[src/rtl/alu_pkg.sv]
// rtl/alu_pkg.sv - shared types for the ALU result buffer
// ALU_RESULT_PARITY_EN adds a parity bit to the flag and entry types.
package alu_pkg;

  localparam int ALU_CTRL_W = 4;
  localparam int ALU_DATA_W = 32;

  typedef struct packed {
    logic zero;
    logic neg;
`ifdef ALU_RESULT_PARITY_EN
    logic parity;
`endif
  } alu_flags_t;

  typedef struct packed {
    logic [ALU_CTRL_W-1:0] control;
    logic [ALU_DATA_W-1:0] result;
    logic                  zero;
    logic                  neg;
`ifdef ALU_RESULT_PARITY_EN
    logic                  parity;
`endif
  } alu_entry_t;

endpackage

[src/rtl/alu_flag_gen.sv]
// rtl/alu_flag_gen.sv - zero/negative status flags for one ALU result
// ALU_RESULT_PARITY_EN adds an even-parity (XOR-reduce) flag.
module alu_flag_gen
  import alu_pkg::*;
#(
  parameter int SIZE = 32
) (
  input  logic [SIZE-1:0] result,
  output alu_flags_t      flags
);

  always_comb begin
    flags      = '0;
    flags.zero = (result == '0);
    flags.neg  = result[SIZE-1];
`ifdef ALU_RESULT_PARITY_EN
    flags.parity = ^result;
`endif
  end

endmodule

[src/rtl/alu_result_fifo.sv]
// rtl/alu_result_fifo.sv - valid/ready FIFO capturing ALU results with flags
// ALU_RESULT_PARITY_EN adds a stored parity bit and the out_parity port.
module alu_result_fifo
  import alu_pkg::*;
#(
  parameter int SIZE  = 32,
  parameter int DEPTH = 4
) (
  input  logic                       clk,
  input  logic                       rst_n,
  input  logic                       in_valid,
  output logic                       in_ready,
  input  logic [ALU_CTRL_W-1:0]      in_control,
  input  logic [SIZE-1:0]            in_result,
  output logic                       out_valid,
  input  logic                       out_ready,
  output logic [ALU_CTRL_W-1:0]      out_control,
  output logic [SIZE-1:0]            out_result,
  output logic                       out_zero,
  output logic                       out_neg,
`ifdef ALU_RESULT_PARITY_EN
  output logic                       out_parity,
`endif
  output logic [$clog2(DEPTH+1)-1:0] count
);

  localparam int PTR_W = $clog2(DEPTH);
  localparam int CNT_W = $clog2(DEPTH+1);
  localparam logic [CNT_W-1:0] FULL_CNT = CNT_W'(DEPTH);

  logic [SIZE-1:0]       mem_result [DEPTH];
  logic [ALU_CTRL_W-1:0] mem_control [DEPTH];
  alu_flags_t            mem_flags [DEPTH];

  logic [PTR_W-1:0] wr_ptr;
  logic [PTR_W-1:0] rd_ptr;
  logic             push;
  logic             pop;
  alu_flags_t       in_flags;
  alu_flags_t       head_flags;

  alu_flag_gen #(.SIZE(SIZE)) u_flag_gen (
    .result (in_result),
    .flags  (in_flags)
  );

  // Handshake depends only on the registered count: no ready/valid feed-through.
  assign in_ready  = (count != FULL_CNT);
  assign out_valid = (count != '0);
  assign push      = in_valid && in_ready;
  assign pop       = out_valid && out_ready;

  always_ff @(posedge clk or negedge rst_n) begin
    if (!rst_n) begin
      wr_ptr <= '0;
      rd_ptr <= '0;
      count  <= '0;
    end else begin
      if (push) wr_ptr <= wr_ptr + 1'b1;
      if (pop)  rd_ptr <= rd_ptr + 1'b1;
      if (push && !pop)      count <= count + 1'b1;
      else if (pop && !push) count <= count - 1'b1;
    end
  end

  // Entry storage is intentionally left unreset; validity comes from count.
  always_ff @(posedge clk) begin
    if (push) begin
      mem_result[wr_ptr]  <= in_result;
      mem_control[wr_ptr] <= in_control;
      mem_flags[wr_ptr]   <= in_flags;
    end
  end

  always_comb begin
    out_result  = '0;
    out_control = '0;
    head_flags  = '0;
    if (out_valid) begin
      out_result  = mem_result[rd_ptr];
      out_control = mem_control[rd_ptr];
      head_flags  = mem_flags[rd_ptr];
    end
  end

  assign out_zero = head_flags.zero;
  assign out_neg  = head_flags.neg;
`ifdef ALU_RESULT_PARITY_EN
  assign out_parity = head_flags.parity;
`endif

endmodule

[config.mk]
export PLATFORM = sky130hd
export DESIGN_NAME = alu_result_fifo
export DESIGN_NICKNAME = d
export VERILOG_FILES = /design/src/rtl/alu_pkg.sv /design/src/rtl/alu_flag_gen.sv /design/src/rtl/alu_result_fifo.sv
export SDC_FILE = /design/constraint.sdc
export NUM_CORES = 1
export LEC_CHECK = 0
export BUFFER_PORTS_ARGS = -buffer_cell sky130_fd_sc_hd__buf_2
export CORE_MARGIN = 5
export CORE_UTILIZATION = 30
export CTS_BUF_LIST = sky130_fd_sc_hd__clkbuf_8
export CTS_CLUSTER_DIAMETER = 80
export DETAILED_ROUTE_END_ITERATION = 10
export HOLD_SLACK_MARGIN = 0.06
export SYNTH_ARGS = -nofsm -noshare
export SYNTH_HDL_FRONTEND = slang
export SYNTH_HIERARCHICAL = 1
export SYNTH_SLANG_ARGS = --single-unit
export TNS_END_PERCENT = 30
[constraint.sdc]
create_clock -name clk -period 2.8 [get_ports clk]
set_input_delay 0.28 -clock clk [delete_from_list [all_inputs] [get_ports clk]]
set_output_delay 0.28 -clock clk [all_outputs]
set_load 0.005 [all_outputs]
==> metrics.md, run 1 <==
| Metric | Value |
|---|---|
| Hold Crit Class | `in2reg` |
| Worst Skew | `between 0.009 and 0.01 ns` |
| Ant. Diodes | `0` |
| Input/output buffers | `between 80 and 90` |
| Worst-skew pair later-pin latency | `0.45 ns` |
| Fin crit share | `roughly nine tenths` |
| Final net count | `464` |
| Xor-xnor portion of the synthesized cell area | `less than 1%` |
| Vias in the first global route | `~3400` |
| Slew Limit Fails | `0` |
| Pre-antenna DRT Iters | `4` |
| Final setup margin | `0.295 ns` |
| Syn_nets | `approximately 330` |
| Worst Tran Pin Value | `between 0.6 and 0.7 ns` |
| Hold Violations, Final | `0` |
| Cell taking the most area after synthesis | `edfxtp_1` |
| Rows | `52` |
| Crit. End Element | `output port` |
| Mux contribution to synthesized area | `between 10 and 15%` |
| Sequential share of the synthesized area | `between 70% and 80%` |
| Most frequent cells in the layout | `edfxtp_1, buf_2, mux4_2, and2_1, dlygate4sd3_1` |
| P per Cell Area | `966 mW/mm2` |
| Antenna Nets Post-Route | `0` |
| CP Data Arrival Time | `2.23 ns` |
| GRT Residual Overflow | `0` |
| Placer Congestion | `just over 0.7` |
| Initial antenna violation count | `1` |
| Synth top area cells | `edfxtp_1, mux4_2, and2_1` |
| DP Worst Slack | `around 0.67 ns` |
| Post-synthesis adder-cell area fraction | `about 1.3%` |
| CTS Root Buffer Type | `clkbuf_8` |
| Vias per cell | `approximately 4.4` |
| R2r setup slk | `0.65 ns` |
| Nature of the critical path startpoint | `flip-flop` |
| Max_cap viols | `0` |
| DPL Wire Length | `7870 um` |
| Syn Area/Cell | `between 20 and 25 um2` |
| Clk slew on worst S/H paths | `0.09 ns` |
| Top cell type's share of synthesized area | `72.8%` |
| FF-to-FF Start | `count[0]` |
| CTS buffer count | `17` |
| CP peak stage delay | `0.69 ns` |
| YS warnings | `6` |
| Synth Instances | `between 200 and 300` |
| Leading cell type in the layout, fill and taps excluded | `edfxtp_1` |
| RR Endpoint | `count[2]` |
| Max Buffers Root-to-Sink | `2` |
| Min Tclk post-route | `2.51 ns` |
| Ports | `83` |
| Crit path required time | `approximately 2.5 ns` |
| Post-CTS Setup Inserts | `0` |
| Status | `finished, final reports clean` |
| Seq cells post-synth | `approximately 160` |
| WL/cell | `17.6 um` |
| Max Clock Freq | `around 400 MHz` |
| Setup TNS Final | `0 ns` |
| CP delay by family, top | `flip-flops` |
| Die Area | `between 0.02 and 0.025 mm2` |
| Share of cells above drive strength 1 | `between 30 and 40%` |
| Compound-Gate Fraction of Synth Area | `0.180%` |
| DRT iter0 DRCs | `about 160` |
| WP buf/inv | `2` |
| Hold Path Sink | `mem_result[1][24]` |
| RSZ-0062 raised after global routing | `false` |
| First-pass GRT wire length | `about 19000 um` |
| Die height | `155 um` |
| Simple-Gate Fraction of Synth Area | `5.77%` |
| P&R area growth vs syn | `22.7%` |
| Core area | `a little over 0.02 mm2` |
| Hold Crit Start | `in_result[24]` |
| Via count | `~3100` |
| Gr usage total | `roughly a tenth` |
| Yosys cell types | `23` |
| Path type of the worst setup path | `reg2out` |
| CP cell instances | `buf_12 > mux4_2 > and2_1 > buf_2` |
| Worst rel slew slack | `between 50 and 60%` |
| CTS H-Tree Depth | `4` |
| Worst setup path start | `rd_ptr[0]` |
| Clk sink count | `around 160` |
| Final hold slack | `0.103 ns` |
| Reg2reg path depth | `8` |
| Final wirelength | `12400 um` |
| Synthesized cell area | `approximately 0.0063 mm2` |
| Starting Density | `a little under a third` |
| Hold Path Stages | `1` |
| LEAKAGE | `about 2.6 nW` |
| Largest net degree at the start of global routing | `a little over 40` |
| CP max FO | `15` |
| Die width | `between 150 and 200 um` |
| Overall Power | `0.00743 W` |
| Maximum vdd drop | `0.000442 V` |
| Final setup fails | `0` |
| CTS tree | `yes` |
| DRC | `0` |
| Slowest cell on crit path | `dfrtp_2` |
| Resized cells post-CTS | `0` |
| Combinational family with the most area after synthesis | `multiplexers` |
==> synth_stat cells, drive strengths merged <==
cell	count
xnor2	4
fa	1
nand4	2
buf	9
inv	3
xor2	2
dfrtp	7
mux2	2
nand3	1
clkbuf	5
nor4	8
and2	42
edfxtp	152
a21boi	1
nor2	3
ha	5
mux4	38
or3	1
nand2	2
==> what timing repair did <==
item	in CTS	in global routing
endpoints found under the setup margin	0	0
endpoints found under the hold margin	138	0
hold buffers	34	0
==> layer usage <==
| layer | part of all wire, % | wire length (um) | GRT usage [%] | vias up |
|---|---|---|---|---|
| li1 | - | - | - | 1422 |
| met1 | 43 | 5330 | 13.4 | 1593 |
| met2 | 50 | 6140 | 17.2 | 62 |
| met3 | 6.0 | 746 | 4.19 | 15 |
| met4 | 1.2 | 143 | 3.28 | 2 |
| met5 | 0.089 | 11 | 0 | - |
==> metrics by stage <==
| step | utilization (%) | cells | instance area [um2] |
|---|---|---|---|
| finish | 37.7 | 701 | 7690 |
| global route | 37.7 | 701 | 7690 |
| CTS | 37.7 | 701 | 7690 |
| detailed placement | 34.2 | 635 | 6990 |
| global placement | 34.2 | 635 | 6990 |
| floorplan | - | 288 | 6270 |
==> state kept, by name, indices dropped and copies added (netlist names) <==
register     cells
count            3
mem_control     16
mem_flags        8
mem_result     128
rd_ptr           2
wr_ptr           2
==> logic make-up after synthesis <==
logic type               count (synthesis)
flip-flops                             159
AND/OR/NAND/NOR                         59
multiplexers                            40
buffers and inverters                   17
XOR/XNOR                                 6
adder cells (fa/ha/maj)                  6
AO/OA/AOI/OAI                            1
==> power breakdown <==
part           internal (W)  total [W]  switching (W)
sequential          0.00315    0.00338       0.000224
combinational       0.00133    0.00249        0.00116
clock              0.000714    0.00156       0.000850
total               0.00519    0.00743        0.00224
==> cell type report <==
type	count	area, um2
clock buffers	17	234
flip-flops and latches	159	4740
repair buffers	125	843
fillers	1934	12700
well taps	270	338
multi-input cells	112	1390
clock inverters	15	134
inverters	3	11.3
==> worst max-delay path by stage <==
stage,to,cells past startpoint
after floorplan,mem_control[0][0],3
after global placement,count[2],8
after detailed placement,count[2],8
after CTS,out_result[25],4
after global routing,out_result[27],4
final,out_result[7],4
Power figures use the tool's default switching activity.
==> run 2, diff against run 1 <==
- MAX_ROUTING_LAYER: unset -> met4
==> metrics.md, run 2 (synthesis results as in run 1) <==
| Metric | Value |
|---|---|
| CP peak stage delay | `~0.7 ns` |
| Most frequent cells in the layout | `edfxtp_1, buf_2, mux4_2, and2_1, dlygate4sd3_1` |
| Hold Crit Class | `in2reg` |
| Nature of the critical path startpoint | `flip-flop` |
| Ports | `83` |
| CTS tree | `yes` |
| Max FFs per register | `between 100 and 150` |
| Clk sink count | `~160` |
| Top reg by flops | `mem_result` |
| Path type of the worst setup path | `reg2out` |
| Pre-antenna DRT Iters | `4` |
| DRT iter0 DRCs | `about 190` |
| WL/cell | `roughly 18 um` |
| GRT Residual Overflow | `0` |
| Gr usage total | `11.0%` |
| Final net count | `approximately 460` |
| Max_cap viols | `0` |
| Placer Congestion | `0.719` |
| CP max FO | `15` |
| DPL Wire Length | `between 7000 and 8000 um` |
| Top Layer Used | `met4` |
| Max Buffers Root-to-Sink | `2` |
| Metal2 WL | `a little over 6000 um` |
| LEAKAGE | `2.65 nW` |
| Regs by FF count | `mem_result x128, mem_control x16, mem_flags x8` |
| Hold Violations, Final | `0` |
| Wire length on met3 | `a little under 700 um` |
| P per Cell Area | `965 mW/mm2` |
| DP Worst Slack | `approximately 0.67 ns` |
| CP Data Arrival Time | `2.22 ns` |
| Worst-skew pair later-pin latency | `around 0.44 ns` |
| Via count | `~3100` |
| Crit path required time | `2.52 ns` |
| Fin crit share | `between 80 and 90%` |
| Initial antenna violation count | `2` |
| Setup TNS Final | `0 ns` |
| CTS buffer count | `17` |
| Metal-1 WL | `around 5400 um` |
| Worst Tran Pin Value | `~0.63 ns` |
| Max Clock Freq | `around 400 MHz` |
| Vias in the first global route | `around 3400` |
| Largest net degree at the start of global routing | `between 40 and 50` |
| P&R area growth vs syn | `22.7%` |
| CP cell instances | `buf_12 > mux4_2 > and2_1 > buf_2` |
| Final hold slack | `0.113 ns` |
| Final wirelength | `roughly 12000 um` |
| Slew Limit Fails | `0` |
| Die width | `approximately 150 um` |
| Final setup fails | `0` |
| Input/output buffers | `82` |
| Clk slew on worst S/H paths | `about 0.09 ns` |
| R2r setup slk | `about 0.65 ns` |
| Fin util | `between 30% and 40%` |
| Final setup margin | `a little over 0.3 ns` |
| RSZ-0062 raised after global routing | `false` |
| Min Tclk post-route | `2.50 ns` |
| Core area | `roughly 0.020 mm2` |
| CTS H-Tree Depth | `4` |
| Overall Power | `between 0.007 and 0.008 W` |
| Maximum vdd drop | `0.000442 V` |
| Vias per cell | `between 4 and 5` |
| Leading cell type in the layout, fill and taps excluded | `edfxtp_1` |
| Rows | `52` |
| Worst Skew | `~0.0091 ns` |
| Worst rel slew slack | `about three fifths` |
| Die Area | `roughly 0.024 mm2` |
| DRC | `0` |
| Crit. End Element | `output port` |
| Share of cells above drive strength 1 | `about two fifths` |
| Die height | `approximately 150 um` |
| Antenna Nets Post-Route | `0` |
| Starting Density | `between 30% and 40%` |
| Status | `finished, final reports clean` |
| Post-CTS Setup Inserts | `0` |
| CTS Root Buffer Type | `clkbuf_8` |
| Slowest cell on crit path | `dfrtp_2` |
| First-pass GRT wire length | `19100 um` |
[run 2: final cells by class]
| class | count | area [um2] |
|---|---|---|
| multi-input cells | 112 | 1390 |
| clock buffers | 17 | 234 |
| flip-flops and latches | 159 | 4740 |
| fillers | 1934 | 12700 |
| diodes | 2 | 5.00 |
| well taps | 270 | 338 |
| inverters | 3 | 11.3 |
| repair buffers | 125 | 843 |
| clock inverters | 15 | 134 |
[run 2: critical path: cells and delay by family (launching register included)]
family | cells | cell delay, ns
mux | 1 | 0.52
flops | 1 | 0.69
simple gates | 1 | 0.17
buf+inv | 2 | 0.38
[run 2: metrics by stage]
step / cells / cell area (um2)
after floorplan: 288 / 6270
after global placement: 635 / 6990
after detailed placement: 635 / 6990
after CTS: 701 / 7690
after global routing: 703 / 7700
final: 703 / 7700
[run 2: path summary, 6_finish.rpt]
| kind | startpoint | to | cells past startpoint |
|---|---|---|---|
| max | rd_ptr[0] | out_result[27] | 4 |
| min | in_result[24] | mem_result[1][24] | 1 |
| max reg2reg | count[0] | count[2] | 8 |
| min reg2reg | count[2] | count[2] | 1 |
| max in group asynchronous | rst_n | rd_ptr[0] | 2 |
| min in group asynchronous | rst_n | count[2] | 2 |
[run 2: where the power goes]
group / internal, W / total (W) / switching, W
Combinational: 0.00133 / 0.00249 / 0.00116
Sequential: 0.00315 / 0.00338 / 0.000224
Clock: 0.000714 / 0.00156 / 0.000849
Total: 0.00519 / 0.00743 / 0.00223
[run 2: layer usage]
layer | global-route usage (%) | vias to the layer above
met5 | - | -
li1 | - | 1424
met3 | 3.91 | 13
met2 | 17.2 | 65
met4 | 3.28 | 0
met1 | 13.6 | 1588
[run 2: what timing repair did]
item                      in CTS  in global routing
resized for setup              0                  0
hold buffers                  34                  0
hold endpoints to repair     138                  0
